[config.mk]
export PLATFORM = sky130hd
export DESIGN_NAME = alu_issue_stage
export DESIGN_NICKNAME = d
export VERILOG_FILES = /design/src/rtl/riscv_pkg.sv /design/src/rtl/insn_decode.sv /design/src/rtl/alu_issue_stage.sv
export SDC_FILE = /design/constraint.sdc
export NUM_CORES = 1
export LEC_CHECK = 0
export ABC_AREA = 1
export CAP_MARGIN = 5
export CORE_MARGIN = 5
export CORE_UTILIZATION = 47
export CTS_CLUSTER_SIZE = 40
export DETAILED_ROUTE_END_ITERATION = 8
export PLACE_DENSITY = 0.91
export SYNTH_ARGS = -nofsm -noshare
export SYNTH_HDL_FRONTEND = slang
export SYNTH_SLANG_ARGS = --single-unit
[constraint.sdc]
create_clock -name clk -period 5.35 [get_ports clk]
set_input_delay 0.535 -clock clk [delete_from_list [all_inputs] [get_ports clk]]
set_output_delay 0.535 -clock clk [all_outputs]
set_load 0.005 [all_outputs]
[src/rtl/riscv_pkg.sv]
// Shared RV32I decode types: ALU op codes, opcodes, operand selects and the
// immediate generator used by the issue stage.
package riscv_pkg;

    localparam int XLEN = 32;

    typedef enum logic [3:0] {
        ALU_ADD  = 4'b0000,
        ALU_SUB  = 4'b0001,
        ALU_AND  = 4'b0010,
        ALU_OR   = 4'b0011,
        ALU_XOR  = 4'b0100,
        ALU_SLL  = 4'b0101,
        ALU_SRL  = 4'b0110,
        ALU_SRA  = 4'b0111,
        ALU_SLT  = 4'b1000,
        ALU_SLTU = 4'b1001
    } alu_op_e;

    localparam logic [6:0] OPC_OP     = 7'b0110011;
    localparam logic [6:0] OPC_OPIMM  = 7'b0010011;
    localparam logic [6:0] OPC_LUI    = 7'b0110111;
    localparam logic [6:0] OPC_AUIPC  = 7'b0010111;
    localparam logic [6:0] OPC_LOAD   = 7'b0000011;
    localparam logic [6:0] OPC_STORE  = 7'b0100011;
    localparam logic [6:0] OPC_BRANCH = 7'b1100011;
    localparam logic [6:0] OPC_JAL    = 7'b1101111;
    localparam logic [6:0] OPC_JALR   = 7'b1100111;

    // IMM_SH is the zero-extended shamt field of OP-IMM shifts
    typedef enum logic [2:0] {IMM_I, IMM_S, IMM_B, IMM_U, IMM_J, IMM_SH} imm_type_e;
    typedef enum logic [1:0] {SRCA_RS1, SRCA_PC, SRCA_ZERO} srca_sel_e;
    typedef enum logic [1:0] {SRCB_RS2, SRCB_IMM, SRCB_FOUR} srcb_sel_e;

    typedef struct packed {
        alu_op_e     alu_op;
        srca_sel_e   srca_sel;
        srcb_sel_e   srcb_sel;
        logic [31:0] imm;
        logic        reg_write;
        logic        mem_read;
        logic        mem_write;
        logic        is_branch;
        logic        uses_rs1;
        logic        uses_rs2;
        logic        legal;
    } dec_t;

    function automatic logic [31:0] gen_imm(input logic [31:0] i, input imm_type_e t);
        case (t)
            IMM_I:   return {{20{i[31]}}, i[31:20]};
            IMM_S:   return {{20{i[31]}}, i[31:25], i[11:7]};
            IMM_B:   return {{19{i[31]}}, i[31], i[7], i[30:25], i[11:8], 1'b0};
            IMM_U:   return {i[31:12], 12'b0};
            IMM_J:   return {{11{i[31]}}, i[31], i[19:12], i[20], i[30:21], 1'b0};
            IMM_SH:  return {27'b0, i[24:20]};
            default: return 32'b0;
        endcase
    endfunction

    function automatic alu_op_e alu_from_f3(input logic [2:0] f3, input logic alt);
        case (f3)
            3'b000:  return alt ? ALU_SUB : ALU_ADD;
            3'b001:  return ALU_SLL;
            3'b010:  return ALU_SLT;
            3'b011:  return ALU_SLTU;
            3'b100:  return ALU_XOR;
            3'b101:  return alt ? ALU_SRA : ALU_SRL;
            3'b110:  return ALU_OR;
            default: return ALU_AND;
        endcase
    endfunction

endpackage

[src/rtl/insn_decode.sv]
// Pure combinational RV32I decode: ALU op, operand selects, immediate and
// control flags for one instruction word.
module insn_decode
    import riscv_pkg::*;
(
    input  logic [31:0] instr,
    output dec_t        dec
);

    imm_type_e imm_t;

    always_comb begin
        dec.alu_op    = ALU_ADD;
        dec.srca_sel  = SRCA_RS1;
        dec.srcb_sel  = SRCB_IMM;
        dec.reg_write = 1'b0;
        dec.mem_read  = 1'b0;
        dec.mem_write = 1'b0;
        dec.is_branch = 1'b0;
        dec.uses_rs1  = 1'b0;
        dec.uses_rs2  = 1'b0;
        dec.legal     = 1'b1;
        imm_t         = IMM_I;
        case (instr[6:0])
            OPC_OP: begin
                dec.alu_op    = alu_from_f3(instr[14:12], instr[30]);
                dec.srcb_sel  = SRCB_RS2;
                dec.reg_write = 1'b1;
                dec.uses_rs1  = 1'b1;
                dec.uses_rs2  = 1'b1;
            end
            OPC_OPIMM: begin
                // only the shift-right encoding treats instr[30] as an op select
                dec.alu_op    = alu_from_f3(instr[14:12], (instr[14:12] == 3'b101) & instr[30]);
                imm_t         = (instr[13:12] == 2'b01) ? IMM_SH : IMM_I;
                dec.reg_write = 1'b1;
                dec.uses_rs1  = 1'b1;
            end
            OPC_LUI: begin
                dec.srca_sel  = SRCA_ZERO;
                imm_t         = IMM_U;
                dec.reg_write = 1'b1;
            end
            OPC_AUIPC: begin
                dec.srca_sel  = SRCA_PC;
                imm_t         = IMM_U;
                dec.reg_write = 1'b1;
            end
            OPC_LOAD: begin
                dec.mem_read  = 1'b1;
                dec.reg_write = 1'b1;
                dec.uses_rs1  = 1'b1;
            end
            OPC_STORE: begin
                imm_t         = IMM_S;
                dec.mem_write = 1'b1;
                dec.uses_rs1  = 1'b1;
                dec.uses_rs2  = 1'b1;
            end
            OPC_BRANCH: begin
                case (instr[14:13])
                    2'b10:   dec.alu_op = ALU_SLT;
                    2'b11:   dec.alu_op = ALU_SLTU;
                    default: dec.alu_op = ALU_SUB;
                endcase
                dec.srcb_sel  = SRCB_RS2;
                imm_t         = IMM_B;
                dec.is_branch = 1'b1;
                dec.uses_rs1  = 1'b1;
                dec.uses_rs2  = 1'b1;
            end
            OPC_JAL, OPC_JALR: begin
                dec.srca_sel  = SRCA_PC;
                dec.srcb_sel  = SRCB_FOUR;
                imm_t         = (instr[3]) ? IMM_J : IMM_I;
                dec.reg_write = 1'b1;
                dec.uses_rs1  = ~instr[3];
            end
            default: dec.legal = 1'b0;
        endcase
        dec.imm = gen_imm(instr, imm_t);
    end

endmodule

[src/rtl/alu_issue_stage.sv]
// ID/EX issue stage: decode, operand select, load-use bubble and issue slot.
// Optional ILLEGAL_INSN_EN issues unknown opcodes flagged on illegal_instr.
module alu_issue_stage
    import riscv_pkg::*;
#(
    parameter int W  = XLEN,
    parameter int RA = 5
) (
    input  logic          clk,
    input  logic          rst,
    input  logic          in_valid,
    output logic          in_ready,
    input  logic [31:0]   instr,
    input  logic [W-1:0]  pc,
    output logic [RA-1:0] rs1_addr,
    output logic [RA-1:0] rs2_addr,
    input  logic [W-1:0]  rs1_data,
    input  logic [W-1:0]  rs2_data,
    input  logic          flush,
    output logic          out_valid,
    input  logic          out_ready,
    output logic [W-1:0]  SrcA,
    output logic [W-1:0]  SrcB,
    output logic [3:0]    ALUCtrl,
    output logic [RA-1:0] rd_addr,
    output logic          reg_write,
    output logic          mem_read,
    output logic          mem_write,
    output logic [W-1:0]  store_data,
    output logic [2:0]    br_funct3,
`ifdef ILLEGAL_INSN_EN
    output logic          illegal_instr,
`endif
    output logic          is_branch
);

    dec_t           dec;
    logic [W-1:0]   srca_nxt;
    logic [W-1:0]   srcb_nxt;
    logic [RA-1:0]  rd_nxt;
    logic           slot_load;
    logic           hazard;
    logic           accept;
    logic           issue_illegal;

    insn_decode u_dec (.instr(instr), .dec(dec));

    assign rs1_addr = RA'(instr[19:15]);
    assign rs2_addr = RA'(instr[24:20]);
    assign rd_nxt   = RA'(instr[11:7]);

`ifdef ILLEGAL_INSN_EN
    assign issue_illegal = 1'b1;
`else
    assign issue_illegal = 1'b0;
`endif

    // Handshake: an instruction moves in when in_valid & in_ready; the slot
    // hands off to EX when out_valid & out_ready, and may refill in that same
    // cycle. While out_valid & ~out_ready every slot output holds steady.
    assign slot_load = ~out_valid | out_ready;
    assign hazard    = out_valid & mem_read & (rd_addr != '0) &
                       ((dec.uses_rs1 & (rd_addr == rs1_addr)) |
                        (dec.uses_rs2 & (rd_addr == rs2_addr)));
    assign in_ready  = ~rst & (flush | (slot_load & ~hazard));
    assign accept    = in_valid & slot_load & ~hazard;

    always_comb begin
        case (dec.srca_sel)
            SRCA_PC:   srca_nxt = pc;
            SRCA_ZERO: srca_nxt = '0;
            default:   srca_nxt = rs1_data;
        endcase
        case (dec.srcb_sel)
            SRCB_IMM:  srcb_nxt = W'($signed(dec.imm));
            SRCB_FOUR: srcb_nxt = W'(4);
            default:   srcb_nxt = rs2_data;
        endcase
    end

    always_ff @(posedge clk) begin
        if (rst) begin
            out_valid  <= 1'b0;
            SrcA       <= '0;
            SrcB       <= '0;
            ALUCtrl    <= ALU_ADD;
            rd_addr    <= '0;
            reg_write  <= 1'b0;
            mem_read   <= 1'b0;
            mem_write  <= 1'b0;
            store_data <= '0;
            br_funct3  <= '0;
            is_branch  <= 1'b0;
        end else if (flush) begin
            // a concurrent in_valid instruction is consumed and dropped here
            out_valid <= 1'b0;
            reg_write <= 1'b0;
            mem_read  <= 1'b0;
            mem_write <= 1'b0;
            is_branch <= 1'b0;
        end else if (slot_load) begin
            if (accept && dec.legal) begin
                out_valid  <= 1'b1;
                SrcA       <= srca_nxt;
                SrcB       <= srcb_nxt;
                ALUCtrl    <= dec.alu_op;
                rd_addr    <= rd_nxt;
                reg_write  <= dec.reg_write & (rd_nxt != '0);
                mem_read   <= dec.mem_read;
                mem_write  <= dec.mem_write;
                store_data <= rs2_data;
                br_funct3  <= instr[14:12];
                is_branch  <= dec.is_branch;
            end else if (accept && issue_illegal) begin
                out_valid  <= 1'b1;
                SrcA       <= '0;
                SrcB       <= '0;
                ALUCtrl    <= ALU_ADD;
                rd_addr    <= rd_nxt;
                reg_write  <= 1'b0;
                mem_read   <= 1'b0;
                mem_write  <= 1'b0;
                br_funct3  <= instr[14:12];
                is_branch  <= 1'b0;
            end else begin
                // bubble: empty slot, no side effects downstream
                out_valid <= 1'b0;
                reg_write <= 1'b0;
                mem_read  <= 1'b0;
                mem_write <= 1'b0;
                is_branch <= 1'b0;
            end
        end
    end

`ifdef ILLEGAL_INSN_EN
    always_ff @(posedge clk) begin
        if (rst || flush) begin
            illegal_instr <= 1'b0;
        end else if (slot_load) begin
            illegal_instr <= accept & ~dec.legal;
        end
    end
`endif

endmodule

# After elaboration in Yosys (flattened, before gate mapping)
# Index checks and enable logic that the tools add are counted.
# totals
register_bits,113
inputBits,133
out_inout_bits,124
word_cells,102
# op_classes
n_eq_ne,29
muxes,28
bitwise,19
n_reduce_logical,15
# op_table
op,count
$pmux 32 s6,1
$pmux 32 s2,2
$pmux 4 s7,2
$eq 7x6->1 const B,3
$eq 7x7->1 const B,3
$eq 3x3->1 const B,5
$mux 1,15
$pmux 3 s5,1
$eq 7x5->1 const B,2
$eq 3x2->1 const B,4
$pmux 4 s3,1
$and 1x1->1,11
$eq 5x5->1,2
$reduce_bool 5->1,2
$reduce_or 9->1,1
$eq 2x2->1 const B,4
$pmux 2 s2,2
$pmux 4 s2,1
$reduce_or 2->1,4
$eq 7x2->1 const B,1
$reduce_or 7->1,1
$eq 2x1->1 const B,3
$eq 3x1->1 const B,2
$logic_not 3->1,2
8 further kinds,16

# Logic depth before layout (Yosys ltp)
# Gate-level depths: netlist (run 1).
# depth
depth_word,10
mapped_depth,15
depth_no_buf,13

# Cells and area by module
# From an unflattened synthesis (run 1), not the netlist that was laid out.
# unflattened
hier_cells,1150
area_unflattened_um2,6583.8
# modules_own_cells
mod,n_inst,cells_each,area_per_inst_um2,seq_area_each_um2
alu_issue_stage,1,1001,5819.3,2262.2
insn_decode,1,149,764.5,0.0

# Worst setup path before layout (run 1)
# OpenSTA, ideal clock, no wires.
# synth_path
path_kind,input port to flip-flop
start,in instr[4]
end,reg SrcA[10]
setup_ns,0.064
t_arrival_ns,2.093
required_time_ns,5.286
slack_ns,3.193
path_stages,15
n_path_buf,2
path_cell_list,inv_2 > nand2_2 > inv_2 > nand2_1 > nor2_1 > nor2_1 > inv_1 > ha_1 > clkbuf_1 > inv_1 > clkbuf_1 > nand3_1 > nand2_1 > nor2_1 > nor2_1
# synth_between
elab_chain_len,10
elab_cells_between_ends,29
classes_between,eq/ne: 11; mux: 5; bitwise: 6; reduce/logical: 7
# synth_lines
element,line_no,rtl
start: declaration,alu_issue_stage.sv:13,"input logic [31:0] instr,"
$eq 7x6->1 (tied with other cells),insn_decode.sv:24,case (instr[6:0])
$reduce_or 5->1 (no source line) (tied with other cells),n/a,
$pmux 1 s2 / $mux 1 (equally long branches),insn_decode.sv:24,
"$and 1x1->1, on equally long branches","alu_issue_stage.sv:63, alu_issue_stage.sv:64",
$or 1x1->1,alu_issue_stage.sv:63,((dec.uses_rs1 & (rd_addr == rs1_addr)) |
$and 1x1->1,alu_issue_stage.sv:62,assign hazard = out_valid & mem_read & (rd_addr != '0) &
$not 1->1,alu_issue_stage.sv:66,assign accept = in_valid & slot_load & ~hazard;
$and 1x1->1,alu_issue_stage.sv:66,
$logic_and 1x1->1,alu_issue_stage.sv:102,if (accept && dec.legal) begin
$reduce_and 3->1 (no source line),n/a,
end signal: assignment,alu_issue_stage.sv:104,SrcA <= srca_nxt;
end: declaration,alu_issue_stage.sv:22,"output logic [W-1:0] SrcA,"
# Several ways; a longest one is shown, not always the timed one.
# A chain may end at the register's enable or synchronous reset.

# Final worst setup path (run 1)
# layout_path
start,in instr[6]
end,reg SrcA[24]
# The elaborated chain is that of the path after synthesis.

==> flow_summary_export.csv, run 1 <==
group,metric,value,unit
cts,htreeDepth,4,
status,status,"finished clean",
yosys,postSynth.asyncResetShare,0,
power_and_ir_drop,p_switching,0.5490,mW
power_and_ir_drop,power,2.416,mW
yosys,synth.distinct_cells,29,
cts,insertion_delay,0.43,ns
power_and_ir_drop,combPwrFrac,0.117,
timing,skew,0.01113,ns
yosys,synth_commonest_cells,"410 x nand2_1, 188 x nor2_1, 113 x dfxtp_1",
cts,clk_pin_slew_worst_paths,0.05,ns
power_and_ir_drop,internal_power,1.867,mW
yosys,synth_top_flop_cell,"dfxtp_1",
cts,cts_sinks,113,
floorplanning,ios,257,
cts,cts_setup_buffers,0,
min_path,hold_class,"flip-flop to flip-flop",
floorplanning,coreArea,0.01309,mm²
power_and_ir_drop,p_per_area,258.1,mW/mm²
critical_path,cp_cell_sequence,"clkdlybuf4s50_1 -> nor2_2 -> nand2_2 -> nor2_1 -> nor2_1 -> inv_1 -> ha_1 -> inv_1 -> nand3_1 -> nand2_1 -> nor2_1 -> nor2_1",
global_routing,met1_usage,0.3022,
route,drt_pre_antenna_iters,5,
route,wire_per_inst,14.93,µm
yosys,synth_edf_count,0,
global_routing,grt_pass1_wl,34070,µm
critical_path,critPathMaxStageDelay,0.99,ns
critical_path,crit_top_cell,"nor2_1",
global_routing,grt.overflow.total,0,
global_routing,antenna_found_initial,0,
critical_path,critPathKind,"input pin to flip-flop",
critical_path,worstPathArrival,3.96,ns
timing,setup_viol,0,
critical_path,required,5.66,ns
global_routing,top_usage_layer,"met2",
cts,root_buffer,"clkbuf_16",
floorplanning,die_w,125.0,µm
yosys,synthTopCellsByArea,"dfxtp_1 36%, nand2_1 25%, nor2_1 11%",
timing,worstMarginPinSlew,1.224,ns
timing,rsz0062_at_grt,"no",
timing,finalSetupTns,0,ns
yosys,syn-num-nets,1188,
cts,cts_tree,"built",
cts,cts_resized,0,
timing,max_freq,0.2736,GHz
final_layout,final_core_utilization,0.7152,
placed_design,portBuffers,256,
critical_path,startpoint_type,"input pin",
final_layout,nets,1401,
global_routing,grt_pass1_vias,6833,
global_routing,use_met2,0.4562,
placed_design,gp_congestion,0.9167,
final_layout,drive_above_1_share,0.03828,
route,detail-route-antenna-nets,0,
yosys,synthesis.area,0.006215,mm²
critical_path,end_kind,"flip-flop",
yosys,yosysWarnings,0,
job,cap_violations,0,
floorplanning,initial_core_util,0.4749,
yosys,synth-seq-cells,113,
critical_path,critPathMaxFanout,33,
power_and_ir_drop,p_seq_frac,0.357,
timing,hold_viol,0,
power_and_ir_drop,leakagePower,4.472,nW
floorplanning,die_h,125.0,µm
route,avgViaCountPerCell,4.953,
cts,hold_buffers,0,
global_routing,grt_max_degree,94,
yosys,synth_seq_area_share,0.3640,
yosys,synthCells,1054,
power_and_ir_drop,clkPwrFrac,0.526,
placed_design,place_hpwl,15810,µm
floorplanning,std_cell_rows,42,
global_routing,use_met3,0.09296,
critical_path,worst_path_max_delay_cell,"ha_1",
floorplanning,die-area,0.01562,mm²
route,drt_iter0_drc,639,
route,vias,7212,
route,drc,0,
cts,clockBufferDepth,2,
power_and_ir_drop,peakVddDrop,0.1820,mV
route,totalWireLength,21740,µm
yosys,synth_top_area_cell,"dfxtp_1",
final_layout,n_antenna_cell,0,
final_layout,area_delta_synth_final,50.59,%
yosys,yosysTopAreaCellShare,0.3640,
timing,fin_crit,3.655,ns
global_routing,grt_usage,0.2692,
final_layout,n_fill_cell,1041,
power_and_ir_drop,switching_share,0.2272,
yosys,syn_avg_cell_area,5.896,µm²
timing,slew_viol_final,0,
timing,slew_headroom,0.1842,
timing,finalCritPeriodShare,0.6831,
cts,cts_inserted_buffers,17,
yosys,yosysMostFrequentCell,"nand2_1",
-- kinds of logic after synthesis --
family	after synthesis	share of synthesized area
AND/OR/NAND/NOR	699	0.4508
XOR/XNOR	9	0.01268
flip-flops	113	0.3640
adder cells (fa/ha/maj)	1	0.002013
AO/OA/AOI/OAI	49	0.04309
buffers and inverters	183	0.1274
-- power by group through the flow --
stage,Clock [mW],Sequential [mW],Combinational (mW)
floorplan,0,0.881,0.109
global placement,0,0.880,0.278
detailed placement,0,0.881,0.279
CTS,1.28,0.863,0.282
global route,1.31,0.864,0.306
finish,1.27,0.863,0.282
-- per-stage QoR --
step / worst slack, ns / area, µm² / hold slack [ns] / instances
after detailed placement: 1.344 / 8703 / 0.4551 / 1424
after CTS: 1.744 / 9359 / 0.4634 / 1456
after global placement: 1.400 / 8703 / 0.4515 / 1424
after floorplan: 3.193 / 6215 / 0.4600 / 1054
after global routing: 1.430 / 9359 / 0.4803 / 1456
final: 1.695 / 9359 / 0.4607 / 1456
-- worst max-delay path, delay by kind of cell --
| kind | cells | cell delay, ns |
|---|---|---|
| adders and majority gates | 1 | 0.99 |
| buffers and inverters | 3 | 1.43 |
| and+or+nand+nor | 8 | 0.99 |
-- cells in the final DEF, fill, tap and decap left out, drive strengths merged, types with 2 or more instances in the layout --
| cell | Yosys | final |
|---|---|---|
| nand2 | 413 | 413 |
| clkdlybuf4s50 | 0 | 256 |
| nor2 | 191 | 191 |
| inv | 115 | 115 |
| dfxtp | 113 | 113 |
| nand3 | 59 | 59 |
| a21oi | 34 | 34 |
| nand4 | 30 | 30 |
| clkbuf | 24 | 23 |
| o21ai | 8 | 8 |
| nor3 | 6 | 6 |
| xor2 | 6 | 6 |
| buf | 44 | 6 |
| bufinv | 0 | 5 |
| xnor2 | 3 | 3 |
| clkinvlp | 0 | 3 |
| o211ai | 2 | 2 |
-- cell type report --
cell class / instances / area, µm² / area share
tap: 176 / 220.2 / 0.02353
clock inverter: 9 / 177.7 / 0.01898
clock buffer: 23 / 478.0 / 0.05107
timing repair buffer: 262 / 2620 / 0.2799
multi-input combinational: 758 / 3169 / 0.3386
sequential: 113 / 2262 / 0.2417
inverter: 115 / 431.7 / 0.04612
-- state kept, by name, indices dropped and copies added (netlist names), 3 cells and up --
signal / count
ALUCtrl: 4
SrcA: 32
SrcB: 32
br_funct3: 3
rd_addr: 5
store_data: 32
-- final timing paths --
| path | start | endpoint | slack, ns | cells after the start |
|---|---|---|---|---|
| max | instr[6] | SrcA[24] | 1.70 | 12 |
| max reg2reg | rd_addr[4] | SrcA[4] | 2.71 | 10 |
| min | store_data[22] | store_data[22] | 0.46 | 2 |
| min reg2reg | store_data[22] | store_data[22] | 0.46 | 2 |
-- metal layers --
layer  up-vias  wire length [µm]
met5         -                 0
met4         0               857
met3        64              2142
met2       330             10280
met1      3203              8462
li1       3615                 -
Power figures use the tool's default switching activity.
==> inputs of run 2 (changes only) <==
--- a/config.mk
+++ b/config.mk
@@ -8,10 +8,10 @@
 export ABC_AREA = 1
 export CAP_MARGIN = 5
 export CORE_MARGIN = 5
-export CORE_UTILIZATION = 47
+export CORE_UTILIZATION = 39
 export CTS_CLUSTER_SIZE = 40
 export DETAILED_ROUTE_END_ITERATION = 8
-export PLACE_DENSITY = 0.91
+export PLACE_DENSITY = 0.81
 export SYNTH_ARGS = -nofsm -noshare
 export SYNTH_HDL_FRONTEND = slang
 export SYNTH_SLANG_ARGS = --single-unit
==> constraint.sdc (replaced) <==
create_clock -name clk -period 3.15 [get_ports clk]
set_input_delay 0.315 -clock clk [delete_from_list [all_inputs] [get_ports clk]]
set_output_delay 0.315 -clock clk [all_outputs]
set_load 0.005 [all_outputs]
==> run 2 against run 1 <==
Critical endpoint is now in_ready. Core utilization down 11 points. Critical path depth down 2. Clock power up 77%. Flip-flop and latch count unchanged. Clock skew up 0.0015 ns. Sequential power up 70%. Critical path type is now input pin to output pin. Final area up 1.7%. Die area up 19%. Routed wire length up 1.0%. Non-clock buffer count up 9. Combinational power up 72%. Hold slack about the same.
==> flow_summary_export.csv, run 2 (same netlist as run 1, synthesis figures left out) <==
group,metric,value,unit
status,status,"finished clean",
critical_path,critPathKind,"input pin to output pin",
cts,cts_tree,"built",
power_and_ir_drop,p_seq_frac,0.349,
critical_path,reg2reg_setup_slack,1.18,ns
critical_path,end_kind,"output pin",
placed_design,pre_cts_slack,0.4228,ns
floorplanning,initial_core_util,0.3941,
power_and_ir_drop,clkPwrFrac,0.536,
cts,cts_sinks,113,
global_routing,grt_pass1_vias,6784,
cts,cts_inserted_buffers,17,
global_routing,grt_max_degree,63,
cts,cts_resized,0,
floorplanning,die_w,136.2,µm
cts,root_buffer,"clkbuf_16",
timing,worstMarginPinSlew,0.5385,ns
critical_path,regToRegStartpoint,"rd_addr[0]",
route,wire_per_inst,14.60,µm
placed_design,place_hpwl,16420,µm
critical_path,startpoint_type,"input pin",
final_layout,layout.cells.most_common,"nand2_1",
route,avgViaCountPerCell,4.733,
final_layout,n_fill_cell,1515,
global_routing,grt_pass1_wl,34030,µm
critical_path,critPathBufInv,2,
power_and_ir_drop,p_switching,0.9240,mW
final_layout,post-route-cell-area,0.009522,mm²
placed_design,gp_congestion,0.9179,
global_routing,use_met2,0.3930,
cts,cts_setup_buffers,0,
critical_path,critical-path-top-delay-family,"buffers and inverters",
timing,rsz0062_at_grt,"no",
timing,slew_viol_final,0,
final_layout,area_delta_synth_final,53.21,%
global_routing,grt_usage,0.2345,
critical_path,critPathCapture,"in_ready",
timing,hold_viol,0,
timing,fin_crit,2.753,ns
cts,clk_pin_slew_worst_paths,0.05,ns
power_and_ir_drop,internal_power,3.277,mW
placed_design,portBuffers,256,
power_and_ir_drop,peakVddDrop,0.3576,mV
global_routing,top_usage_layer,"met2",
timing,whs,0.4611,ns
min_path,hold_class,"flip-flop to flip-flop",
route,totalWireLength,21970,µm
critical_path,cp_cell_sequence,"clkdlybuf4s50_1 -> nor2_2 -> nand2_1 -> a21oi_1 -> nand3_1 -> nand2_1 -> nand2_1 -> o21ai_0 -> a21oi_1 -> clkdlybuf4s50_1",
final_layout,drive_above_1_share,0.04577,
floorplanning,std_cell_rows,46,
timing,finalSetupTns,0,ns
final_layout,nets,1410,
floorplanning,die_h,136.2,µm
global_routing,grt.overflow.total,0,
route,drt_iter0_drc,367,
critical_path,worst_path_max_delay_cell,"clkdlybuf4s50_1",
route,vias,7123,
critical_path,critPathMaxStageDelay,0.53,ns
timing,finalCritPeriodShare,0.8740,
power_and_ir_drop,switching_share,0.2200,
critical_path,required,2.83,ns
job,cap_violations,0,
final_layout,n_antenna_cell,0,
power_and_ir_drop,power,4.201,mW
critical_path,critPathMaxFanout,6,
critical_path,worstPathArrival,2.44,ns
critical_path,crit_start,"instr[6]",
power_and_ir_drop,p_per_area,441.2,mW/mm²
global_routing,use_met3,0.08956,
floorplanning,die-area,0.01856,mm²
global_routing,met1_usage,0.2690,
cts,htreeDepth,4,
critical_path,worst_r2r_endpoint,"store_data[3]",
placed_design,dpl-instance-area,0.008833,mm²
cts,hold_buffers,0,
power_and_ir_drop,leakagePower,4.541,nW
cts,clockBufferDepth,2,
timing,setup_viol,0,
route,drt_pre_antenna_iters,5,
route,detail-route-antenna-nets,0,
timing,slew_headroom,0.6410,
floorplanning,ios,257,
final_layout,layout_common_cells,"410 x nand2_1, 256 x clkdlybuf4s50_1, 188 x nor2_1",
timing,max_freq,0.3632,GHz
timing,fin_ws,0.3970,ns
critical_path,path_depth,10,
timing,skew,0.01261,ns
route,drc,0,
critical_path,reg2reg_depth,11,
global_routing,antenna_found_initial,0,
floorplanning,coreArea,0.01577,mm²
critical_path,crit_top_cell,"nand2_1",
final_layout,reg_top3,"SrcA (32), SrcB (32), store_data (32)",
power_and_ir_drop,combPwrFrac,0.115,
cts,insertion_delay,0.42,ns
run 2: worst min-delay path: cells and delay by family, from the launching register on:
family / cells / cell delay (ns)
AOI/OAI and AO/OA: 1 / 0.05
DFF: 1 / 0.30
and+or+nand+nor: 1 / 0.06
run 2: power groups by stage:
stage | logic, mW | clock network, mW | registers [mW]
after detailed placement | 0.481 | 0 | 1.50
after CTS | 0.484 | 2.28 | 1.47
after floorplan | 0.185 | 0 | 1.50
after global placement | 0.481 | 0 | 1.49
after global routing | 0.528 | 2.35 | 1.47
final | 0.484 | 2.25 | 1.47
run 2: stage by stage:
step	instances	util
global route	1505	0.6038
detailed placement	1473	0.5601
floorplan	1054	-
finish	1505	0.6038
global placement	1473	0.5601
CTS	1505	0.6038
run 2: worst min-delay path by stage:
stage / start / end / slack, ns / depth (start not counted)
after global placement: store_data[27] / store_data[27] / 0.45 / 2
after CTS: store_data[23] / store_data[23] / 0.46 / 2
final: store_data[23] / store_data[23] / 0.46 / 2
after floorplan: instr[12] / br_funct3[0] / 0.45 / 2
after global routing: SrcB[30] / SrcB[30] / 0.49 / 2
after detailed placement: store_data[23] / store_data[23] / 0.46 / 2
run 2: final cells by class:
cell class,count,area (µm²),share of cell area
clock inverters,9,200.2,0.02102
clock buffers,23,488.0,0.05125
flip-flops and latches,113,2262,0.2376
well taps,216,270.3,0.02838
multi-input cells,758,3169,0.3329
inverters,115,431.7,0.04534
repair buffers,271,2700,0.2836
run 2: metal layers:
| layer | share of wire | vias to the layer above |
|---|---|---|
| li1 | - | 3630 |
| met1 | 0.39 | 3123 |
| met2 | 0.47 | 320 |
| met3 | 0.12 | 50 |
| met4 | 0.030 | 0 |
| met5 | 0 | - |
==> inputs of run 3 (changes only) <==
--- a/config.mk
+++ b/config.mk
@@ -6,12 +6,12 @@
 export NUM_CORES = 1
 export LEC_CHECK = 0
 export ABC_AREA = 1
-export CAP_MARGIN = 5
 export CORE_MARGIN = 5
-export CORE_UTILIZATION = 39
+export CORE_UTILIZATION = 40
+export CTS_BUF_LIST = sky130_fd_sc_hd__clkbuf_2
 export CTS_CLUSTER_SIZE = 40
 export DETAILED_ROUTE_END_ITERATION = 8
-export PLACE_DENSITY = 0.81
+export PLACE_DENSITY_LB_ADDON = 0.1
 export SYNTH_ARGS = -nofsm -noshare
 export SYNTH_HDL_FRONTEND = slang
 export SYNTH_SLANG_ARGS = --single-unit
==> run 3 against run 2 <==
Register-to-register slack lost 0.28 ns. Sequential power about the same. Largest power group is now registers. Critical path type is now flip-flop to output pin. Final area is 5.4% lower. Non-clock buffer count is 1 lower. Clock power down 62%. Sequential share of layout area up 1.3 points. Global-route usage decreased by 0.73 points. Critical path depth increased by 1.
==> flow_summary_export.csv, run 3 (same netlist as run 1, synthesis figures left out) <==
group,metric,value,unit
status,status,"finished clean",
route,drt_iter0_drc,433,
critical_path,worstPathArrival,2.52,ns
critical_path,critPathMaxFanout,4,
critical_path,cp_cell_sequence,"inv_1 -> nand2_1 -> nand2_1 -> nand2_1 -> nor2_1 -> nand3_1 -> nand2_1 -> nand2_1 -> o21ai_0 -> a21oi_1 -> clkdlybuf4s50_1",
final_layout,post-route-cell-area,0.009010,mm²
timing,slew_headroom,0.1120,
power_and_ir_drop,power,2.794,mW
global_routing,grt.overflow.total,0,
cts,cts_tree,"built",
placed_design,portBuffers,256,
floorplanning,die_w,134.6,µm
final_layout,reg_top3,"SrcA (32), SrcB (32), store_data (32)",
cts,root_buffer,"clkbuf_2",
cts,htreeDepth,4,
critical_path,critPathMaxStageDelay,0.52,ns
route,avgViaCountPerCell,4.660,
cts,clockBufferDepth,2,
timing,setup_viol,0,
cts,hold_buffers,0,
power_and_ir_drop,p_per_area,310.1,mW/mm²
critical_path,crit_top_cell,"nand2_1",
route,detail-route-antenna-nets,0,
critical_path,end_kind,"output pin",
route,drt_pre_antenna_iters,5,
final_layout,nets,1409,
placed_design,pre_cts_slack,0.2231,ns
floorplanning,die-area,0.01813,mm²
floorplanning,coreArea,0.01520,mm²
critical_path,critPathBufInv,2,
placed_design,dpl.cell_count,1444,
cts,insertion_delay,0.69,ns
global_routing,grt_pass1_vias,6349,
final_layout,final_core_utilization,0.5927,
timing,fin_crit,2.836,ns
cts,clk_pin_slew_worst_paths,0.18,ns
global_routing,grt_max_degree,51,
floorplanning,die_h,134.6,µm
critical_path,critPathKind,"flip-flop to output pin",
critical_path,required,2.83,ns
timing,hold_viol,0,
cts,cts_inserted_buffers,17,
final_layout,drive_above_1_share,0.04425,
final_layout,final_cells,1477,
placed_design,place_hpwl,15530,µm
timing,max_freq,0.3526,GHz
cts,cts_setup_buffers,0,
floorplanning,std_cell_rows,45,
global_routing,antenna_found_initial,2,
critical_path,worst_path_max_delay_cell,"clkdlybuf4s50_1",
route,totalWireLength,21070,µm
power_and_ir_drop,leakagePower,4.336,nW
floorplanning,ios,257,
timing,finalSetupTns,0,ns
timing,slew_viol_final,0,
critical_path,critical-path-top-delay-family,"buffers and inverters",
route,drc,0,
placed_design,dpl-instance-area,0.008816,mm²
critical_path,startpoint_type,"flip-flop",
timing,finalCritPeriodShare,0.9003,
global_routing,grt_usage,0.2272,
power_and_ir_drop,peakVddDrop,0.1462,mV
final_layout,area_delta_synth_final,44.98,%
final_layout,layout_common_cells,"410 x nand2_1, 256 x clkdlybuf4s50_1, 188 x nor2_1",
route,wire_per_inst,14.27,µm
cts,cts_resized,0,
final_layout,layout.cells.most_common,"nand2_1",
timing,fin_ws,0.3139,ns
min_path,hold_class,"input pin to flip-flop",
cts,cts_sinks,113,
timing,whs,0.2214,ns
route,vias,6883,
timing,rsz0062_at_grt,"no",
timing,worstMarginPinSlew,1.331,ns
timing,skew,0.02116,ns
job,cap_violations,0,
global_routing,grt_pass1_wl,32820,µm
floorplanning,initial_core_util,0.4088,
placed_design,gp_congestion,0.8709,
final_layout,n_fill_cell,1565,
run 3: layout make-up:
type                       count  area [µm²]  share of cell area
multi-input combinational    758        3169              0.3518
timing repair buffer         270        2718              0.3016
sequential                   113        2262              0.2511
inverter                     115       431.7             0.04791
tap                          188       235.2             0.02611
clock inverter                13       96.34             0.01069
clock buffer                  19       95.09             0.01055
antenna                        1       2.502           0.0002777
run 3: tightest hold or removal path, delay by kind of cell:
kind / cells / cell delay [ns]
buf+inv: 1 / 0.42
simple gates: 2 / 0.16
run 3: path summary, 6_finish.rpt:
| kind | startpoint | to | slack [ns] | cells after the start |
|---|---|---|---|---|
| worst max-delay path | rd_addr[1] | in_ready | 0.31 | 11 |
| worst min-delay path | rs2_data[18] | store_data[18] | 0.22 | 3 |
| worst max register to register | rd_addr[1] | store_data[25] | 0.90 | 10 |
| worst min register to register | store_data[28] | store_data[28] | 0.48 | 2 |
run 3: metal layers:
layer  wire [µm]  vias up  track usage
met5          20        -            0
met3        1923       25      0.08346
met2        9768      236       0.3710
met4         299        2      0.07070
li1            -     3635            -
met1        9060     2985       0.2794
run 3: where the power goes:
group | internal, mW | switching [mW]
combinational | 0.259 | 0.218
clock | 0.273 | 0.578
sequential | 1.45 | 0.0129
total | 1.99 | 0.809
